--- src/rtl/cpu_mem_arbiter.sv ---
// Merges the core's instruction and data SRAM ports onto a single sram-like bus
// with one outstanding transaction; data has priority, bounded by a starvation counter.
module cpu_mem_arbiter #(
    parameter int unsigned STARVE_LIMIT = 2
) (
    input  logic        clk,
    input  logic        resetn,
    input  logic        inst_req,
    input  logic [31:0] inst_addr,
    output logic [31:0] inst_rdata,
    output logic        inst_done,
    input  logic        data_req,
    input  logic [3:0]  data_wen,
    input  logic [31:0] data_addr,
    input  logic [31:0] data_wdata,
    output logic [31:0] data_rdata,
    output logic        data_done,
    output logic        mem_req,
    output logic        mem_wr,
    output logic [3:0]  mem_wstrb,
    output logic [31:0] mem_addr,
    output logic [31:0] mem_wdata,
    input  logic        mem_addr_ok,
    input  logic        mem_data_ok,
    input  logic [31:0] mem_rdata,
    output logic        busy
);

    localparam logic [1:0] ST_IDLE = 2'd0;
    localparam logic [1:0] ST_ADDR = 2'd1;
    localparam logic [1:0] ST_DATA = 2'd2;

    localparam int unsigned   CW         = (STARVE_LIMIT < 1) ? 1 : $clog2(STARVE_LIMIT + 1);
    localparam logic [CW-1:0] STARVE_MAX = CW'(STARVE_LIMIT);

    logic [1:0]    state_q,      state_d;
    logic          grant_data_q, grant_data_d;
    logic [CW-1:0] starve_cnt_q, starve_cnt_d;
    logic          mem_req_q,    mem_req_d;
    logic          mem_wr_q,     mem_wr_d;
    logic [3:0]    mem_wstrb_q,  mem_wstrb_d;
    logic [31:0]   mem_addr_q,   mem_addr_d;
    logic [31:0]   mem_wdata_q,  mem_wdata_d;
    logic          inst_done_q,  inst_done_d;
    logic          data_done_q,  data_done_d;
    logic [31:0]   inst_rdata_q, inst_rdata_d;
    logic [31:0]   data_rdata_q, data_rdata_d;
    logic          busy_q,       busy_d;
    logic          finish_s;

    // Arbitration, bus handshake sequencing and completion capture.
    always_comb begin
        state_d      = state_q;
        grant_data_d = grant_data_q;
        starve_cnt_d = starve_cnt_q;
        mem_req_d    = mem_req_q;
        mem_wr_d     = mem_wr_q;
        mem_wstrb_d  = mem_wstrb_q;
        mem_addr_d   = mem_addr_q;
        mem_wdata_d  = mem_wdata_q;
        inst_rdata_d = inst_rdata_q;
        data_rdata_d = data_rdata_q;
        inst_done_d  = 1'b0;
        data_done_d  = 1'b0;
        finish_s     = 1'b0;

        case (state_q)
            ST_IDLE: begin
                if (data_req && (!inst_req || (starve_cnt_q < STARVE_MAX))) begin
                    state_d      = ST_ADDR;
                    grant_data_d = 1'b1;
                    mem_req_d    = 1'b1;
                    mem_wr_d     = |data_wen;
                    mem_wstrb_d  = data_wen;
                    mem_addr_d   = data_addr;
                    mem_wdata_d  = data_wdata;
                    // With inst waiting the count is below the limit here, so +1 saturates at it.
                    if (inst_req) begin
                        starve_cnt_d = starve_cnt_q + CW'(1);
                    end else begin
                        starve_cnt_d = '0;
                    end
                end else if (inst_req) begin
                    state_d      = ST_ADDR;
                    grant_data_d = 1'b0;
                    mem_req_d    = 1'b1;
                    mem_wr_d     = 1'b0;
                    mem_wstrb_d  = 4'b0000;
                    mem_addr_d   = inst_addr;
                    mem_wdata_d  = 32'h0000_0000;
                    starve_cnt_d = '0;
                end else begin
                    state_d = ST_IDLE;
                end
            end
            ST_ADDR: begin
                if (mem_addr_ok) begin
                    mem_req_d = 1'b0;
                    state_d   = ST_DATA;
                    finish_s  = mem_data_ok;
                end else begin
                    mem_req_d = 1'b1;
                end
            end
            ST_DATA: begin
                finish_s = mem_data_ok;
            end
            default: begin
                state_d   = ST_IDLE;
                mem_req_d = 1'b0;
            end
        endcase

        if (finish_s) begin
            state_d = ST_IDLE;
            if (grant_data_q) begin
                data_done_d = 1'b1;
                if (!mem_wr_q) begin
                    data_rdata_d = mem_rdata;
                end else begin
                    data_rdata_d = data_rdata_q;
                end
            end else begin
                inst_done_d  = 1'b1;
                inst_rdata_d = mem_rdata;
            end
        end else begin
            inst_done_d = 1'b0;
            data_done_d = 1'b0;
        end

        busy_d = (state_d != ST_IDLE);
    end

    // State and output registers with synchronous active-low reset.
    always_ff @(posedge clk) begin
        if (!resetn) begin
            state_q      <= ST_IDLE;
            grant_data_q <= 1'b0;
            starve_cnt_q <= '0;
            mem_req_q    <= 1'b0;
            mem_wr_q     <= 1'b0;
            mem_wstrb_q  <= 4'b0000;
            mem_addr_q   <= 32'h0000_0000;
            mem_wdata_q  <= 32'h0000_0000;
            inst_done_q  <= 1'b0;
            data_done_q  <= 1'b0;
            inst_rdata_q <= 32'h0000_0000;
            data_rdata_q <= 32'h0000_0000;
            busy_q       <= 1'b0;
        end else begin
            state_q      <= state_d;
            grant_data_q <= grant_data_d;
            starve_cnt_q <= starve_cnt_d;
            mem_req_q    <= mem_req_d;
            mem_wr_q     <= mem_wr_d;
            mem_wstrb_q  <= mem_wstrb_d;
            mem_addr_q   <= mem_addr_d;
            mem_wdata_q  <= mem_wdata_d;
            inst_done_q  <= inst_done_d;
            data_done_q  <= data_done_d;
            inst_rdata_q <= inst_rdata_d;
            data_rdata_q <= data_rdata_d;
            busy_q       <= busy_d;
        end
    end

    assign inst_rdata = inst_rdata_q;
    assign inst_done  = inst_done_q;
    assign data_rdata = data_rdata_q;
    assign data_done  = data_done_q;
    assign mem_req    = mem_req_q;
    assign mem_wr     = mem_wr_q;
    assign mem_wstrb  = mem_wstrb_q;
    assign mem_addr   = mem_addr_q;
    assign mem_wdata  = mem_wdata_q;
    assign busy       = busy_q;

endmodule

--- config.mk ---
export PLATFORM = sky130hd
export DESIGN_NAME = cpu_mem_arbiter
export DESIGN_NICKNAME = d
export VERILOG_FILES = /design/src/rtl/cpu_mem_arbiter.sv
export SDC_FILE = /design/constraint.sdc
export NUM_CORES = 1
export LEC_CHECK = 0
export BUFFER_PORTS_ARGS = -buffer_cell sky130_fd_sc_hd__clkbuf_2
export CAP_MARGIN = 0
export CORE_MARGIN = 5
export CORE_UTILIZATION = 41
export CTS_CLUSTER_SIZE = 28
export DETAILED_ROUTE_END_ITERATION = 16
export PLACE_DENSITY = 0.76
export SYNTH_ARGS = -nofsm -noshare
export SYNTH_HDL_FRONTEND = slang
export SYNTH_SLANG_ARGS = --single-unit
--- constraint.sdc ---
create_clock -name clk -period 1.7 [get_ports clk]
set_clock_uncertainty 0.05 [all_clocks]
set_input_delay 0.255 -clock clk [delete_from_list [all_inputs] [get_ports clk]]
set_output_delay 0.255 -clock clk [all_outputs]
set_load 0.1 [all_outputs]
# --- Word-level counts from Yosys, hierarchy flattened ---
# Cells that the tools add are included.
classes:
  n_bitwise: 3
  n_reduce_logical: 12
  n_addsub: 1
  n_mux: 25
  magnitude_cmp: 1
  n_eq_ne: 3
ops:
  columns: ["operator", "n"]
  rows:
  - ["32-bit 2-to-1 mux", 4]
  - ["1-bit 2-to-1 mux", 11]
  - ["2-bit 2-to-1 mux", 5]
  - ["4-bit 2-to-1 mux", 2]
  - ["2-bit AND reduction", 4]
  - ["2-bit one-hot mux with 3 select lines", 1]
  - ["2-bit nonzero test", 2]
  - ["4-bit OR reduction", 1]
  - ["3-bit inequality test (second input constant)", 1]
  - ["1-bit NOT", 3]
  - ["1-bit one-hot mux with 3 select lines", 1]
  - ["3-bit AND reduction", 1]
  - ["2-bit by 1-bit adder with 2-bit output (second input constant)", 1]
  - ["2-bit by 1-bit equality test with 1-bit output (second input constant)", 1]
  - ["2-bit equality test (second input constant)", 1]
  - ["2-bit logical NOT", 1]
  - ["2-bit less-than comparator (second input constant)", 1]
  - ["1-bit one-hot mux with 2 select lines", 1]
  - ["1-bit logical AND", 1]
  - ["1-bit logical NOT", 1]
  - ["1-bit logical OR", 1]
totals:
  word_cells: 58
  register_bits: 142
  inputBits: 138
  out_inout_bits: 137

# --- Depth between registers and ports, before layout ---
logic_depth:
  ltp_word: 7
  depth_mapped: 7
  ltp_nobuf: 5

# --- Least setup slack after synthesis ---
# OpenSTA, ideal clock, no wires.
synth_timing:
  kind: "register to register"
  start: "register mem_wr_q, in the netlist mem_wr"
  end: "register data_rdata_q[10], in the netlist data_rdata[10]"
  path_buffers: 1
  t_arrival_ns: 1.705
  setup_slack_ns: -0.131
  setup_ns: 0.076
  required_ns: 1.574
  synth_period_minus_slack_ns: 1.831
  path_stages_with_launch: 5
  path_cell_list: "dfxtp_1 nand4b_1 clkbuf_1 o21ai_0 a21boi_0"
synth_between:
  elab_chain_len: 2
synth_rtl:
  columns: ["element", "line", "text"]
  rows:
  - ["start, declared", "40", "logic mem_wr_q, mem_wr_d;"]
  - ["start signal, assigned", "156", "mem_wr_q <= mem_wr_d;"]
  - ["1-bit NOT (no line)", null, null]
  - ["3-bit AND reduction (no line)", null, null]
  - ["end signal, assigned", "163", "data_rdata_q <= data_rdata_d;"]
  - ["end, declared", "47", "logic [31:0] data_rdata_q, data_rdata_d;"]
# Every way passes these cells.
# A chain may end at the register's enable or synchronous reset.

# --- Worst setup path in the final report ---
layout_timing:
  start: "register state_q[0]"
  end: "register inst_rdata_q[0], in the netlist inst_rdata[0]"
layout_between:
  elab_chain_len: 3
  elab_cells_between_ends: 4
  cone_classes: "eq/ne (2); mux (1); reduce/logical (1)"
layout_rtl:
  columns: ["element", "line", "text"]
  rows:
  - ["start, declared", "36", "logic [1:0] state_q, state_d;"]
  - ["start signal, assigned", "152", "state_q <= state_d;"]
  - ["2-bit equality test or 2-bit by 1-bit equality test with 1-bit output (tied branches)", "67", "case (state_q)"]
  - ["1-bit one-hot mux with 2 select lines (*)", "67", null]
  - ["2-bit AND reduction (no line) (*)", null, null]
  - ["end signal, assigned", "162", "inst_rdata_q <= inst_rdata_d;"]
  - ["end, declared", "46", "logic [31:0] inst_rdata_q, inst_rdata_d;"]
# Every way passes the cells marked *; elsewhere a longest branch is shown, timed or not.

==> results.tsv <==
stage	metric	value	unit
floorplanning	I/O pins	275	
sta	f_max	611	MHz
pwr	Worst VDD drop	0.810	mV
detailed_routing	wire per inst	15.6	um
run	max-cap viol count	0	
floorplanning	Core Box Area	0.0132	mm^2
cts	cts bufs inserted	17	
grt	first-pass GRT wire length	27100	um
floorplanning	Cell Rows	42	
worst_hold_path	Hold Crit Endpoint	mem_addr[0]$_SDFFE_PN0P_	
cts	Clock Tree Buf Depth	2	
synth	syn avg cell area	9.21	um^2
setup_path	CP Capture Type	register	
sta	unrepaired setup endpoints after global routing	yes	
worst_hold_path	worst hold stages	3	
detailed_routing	antenna-violating nets left	0	
setup_path	r2r worst-path depth	6	
pwr	Leak	3.63	nW
grt	largest net degree at the start of global routing	62	
floorplanning	chip height	126	um
floorplanning	Die W	126	um
detailed_routing	Initial DRT Pass Iterations	4	
setup_path	Required @ worst endpoint	1.99	ns
cts	clk_lat worst skew	0.41	ns
synth	Syn Std Cell Area	0.00552	mm^2
grt	Total GRT Usage	20.8	%
final_layout	most common cell after layout, fill and taps aside	clkbuf_2	
final_layout	layout cells sized above 1	38.2	%
cts	CTS Root Cell	clkbuf_16	
cts	# H-tree levels	4	
setup_path	WS Path Type	register to register	
detailed_routing	DR vias/cell	5.03	
cts	Clock Sinks	142	
worst_hold_path	hold path startpoint	inst_addr[0]	
sta	Slew @ Worst Pin	0.625	ns
sta	Slew HR	58.3	%
setup_path	CP top delay family	buffers and inverters	
final_layout	commonest cells after routing, fill and taps aside	clkbuf_2 (273), dfxtp_1 (139), nand2_1 (132)	
grt	initial antenna violation count	1	
synth	Ys Warns	0	
setup_path	CP peak stage delay	0.38	ns
synth	dominant cells by area after synthesis	dfxtp_1 (52%), nand2_1 (9.0%), o21ai_0 (6.0%)	
setup_path	reg-to-reg slack, setup	0.06	ns
detailed_routing	routed via count	5405	
sta	worst hold slack	0.0187	ns
detailed_routing	DRC	0	
sta	Hold Vio Cnt, Final	0	
setup_path	CP Data Arrival Time	1.92	ns
placed_design	dpl hpwl	11700	um
detailed_routing	total routed wirelength	16800	um
grt	grt ovf	0	
setup_path	FF-to-FF End	inst_rdata[0]$_SDFFE_PN0P_	
placed_design	PortBufs	274	
pwr	Tot Pwr	10.3	mW
synth	#FFs+latches synth	142	
synth	cell count after synthesis	599	
synth	area share of the largest cell type after synthesis	51.5	%
grt	vias in the first global route	5424	
synth	sequential fraction of the synthesis area	51.5	%
setup_path	crit path buf inv count	2	
synth	Yosys top cell by area	dfxtp_1	
sta	fin crit share	96.2	%
setup_path	Setup crit start	state_q[0]$_SDFF_PN0_	
worst_hold_path	hold crit path type	primary input to register	
outcome	status	completed	
placed_design	routability cong.	0.788	
pwr	power per cell area	1290	mW/mm^2
sta	number of setup violations in the final report	0	
sta	Slew Viols, Final	0	
final_layout	fin nets	1026	
cts	CTS tree	built	
setup_path	Critical R2R Launch	state_q[0]$_SDFF_PN0_	
final_layout	Synth-to-Final Area Change	45.5	%
synth	Mapped Nets	741	
setup_path	crit path max-delay cell type	dfxtp_4	
floorplanning	Die ar.	0.0159	mm^2
setup_path	Cell Chain, Critical Path	inv_2 > ha_4 > nand2_2 > nor3_4 > bufbuf_16 > mux2i_1	
floorplanning	starting density of the core	41.7	%
setup_path	Worst Path Max Fanout	8	
sta	fin crit period	1.64	ns
setup_path	startpoint class of the critical path	register	
detailed_routing	number of DRC markers in iteration 0	369	
cts	Clk pin slew, worst setup/hold paths	0.07	ns
synth	Distinct cells, synth	36	
[power breakdown]
| part | internal, mW | switching [mW] |
|---|---|---|
| registers | 3.56 | 0.131 |
| clock network | 2.38 | 1.50 |
| logic | 0.609 | 2.18 |
| total | 6.54 | 3.80 |
[registers in the layout, summed over array words and instances, names as in the netlist]
signal / count
busy: 1
state_q: 2
mem_wstrb: 4
mem_wdata: 32
mem_wr: 1
inst_rdata: 32
grant_data_q: 1
mem_addr: 32
inst_done: 1
mem_req: 1
data_done: 1
data_rdata: 32
starve_cnt_q: 2
[per-layer routing]
metal	global-route usage [%]	wire length, um	vias up
li1	-	-	2684
met2	34.6	8030	229
met4	9.02	366	2
met5	0	13	-
met3	7.03	1420	32
met1	24.4	6940	2458
[how the worst max path moves through the flow]
stage	endpoint	depth (start not counted)	slack, ns
6_report	inst_rdata[0]$_SDFFE_PN0P_	6	0.06
5_1_grt	inst_rdata[6]$_SDFFE_PN0P_	7	-0.04
4_1_cts	inst_rdata[14]$_SDFFE_PN0P_	7	0.02
3_5_place_dp	inst_rdata[25]$_SDFFE_PN0P_	6	-0.04
3_3_place_gp	inst_rdata[16]$_SDFFE_PN0P_	6	0.04
2_1_floorplan	mem_wdata[0]$_SDFFE_PN0P_	7	0.03
[through the flow]
stage / cell area, um^2 / instances / util (%) / setup TNS, ns / worst slack [ns]
after floorplan: 5520 / 599 / - / 0 / 0.0320
after global placement: 7050 / 1013 / 53.2 / 0 / 0.0393
after detailed placement: 7050 / 1013 / 53.2 / -0.185 / -0.0392
after CTS: 7980 / 1073 / 60.3 / 0 / 0.0202
after global routing: 8020 / 1073 / 60.6 / -0.137 / -0.0384
final: 8030 / 1075 / 60.6 / 0 / 0.0638
[cells in the mapped netlist, drive strengths merged]
master	count
nor2	2
o21a	2
nor3	2
a21boi	35
a32oi	2
nand2	133
and2	3
a22o	35
nand2b	1
dfxtp	142
or4	1
a21o	2
clkbuf	26
a21bo	1
o21ai	67
a21oi	3
and4b	1
a31oi	34
inv	2
nor2b	5
ha	4
mux2i	32
nand4b	3
nand3	32
o31a	1
and3	1
buf	27
[repair_timing]
| action | CTS | global route |
|---|---|---|
| cloned | 1 | 0 |
| setup endpoints to repair | 36 | 50 |
| endpoints found under the hold margin | 25 | 0 |
| hold buffers | 25 | 0 |
| pin swaps | 1 | 1 |
| buffers inserted | 2 | 0 |
| resized for setup | 4 | 10 |
[cell families (layout without fill, tap and decap cells)]
logic type | after synthesis | after routing | synth area share [%]
other | 0 | 2 | 0
flip-flops | 142 | 142 | 51.5
multiplexers | 32 | 32 | 5.81
adder cells (fa/ha/maj) | 4 | 4 | 0.907
AND/OR/NAND/NOR | 184 | 184 | 14.4
AO/OA/AOI/OAI | 182 | 182 | 22.1
buffers and inverters | 55 | 353 | 5.24
[tightest hold or removal path: cells and delay by family]
family | cells | cell delay, ns
simple gates | 1 | 0.04
compound gates | 1 | 0.07
buf+inv | 1 | 0.08
[layout make-up]
class                           instances  area, um^2
Antenna cell                            2        5.00
Fill cell                            1152        5220
Clock inverter                         14         183
Sequential cell                       142        2850
Timing Repair Buffer                  319        1890
Tap cell                              176         220
Clock buffer                           18         439
Inverter                                2        7.51
Multi-Input combinational cell        402        2430
No activity file was read; power rests on OpenSTA's default activity.
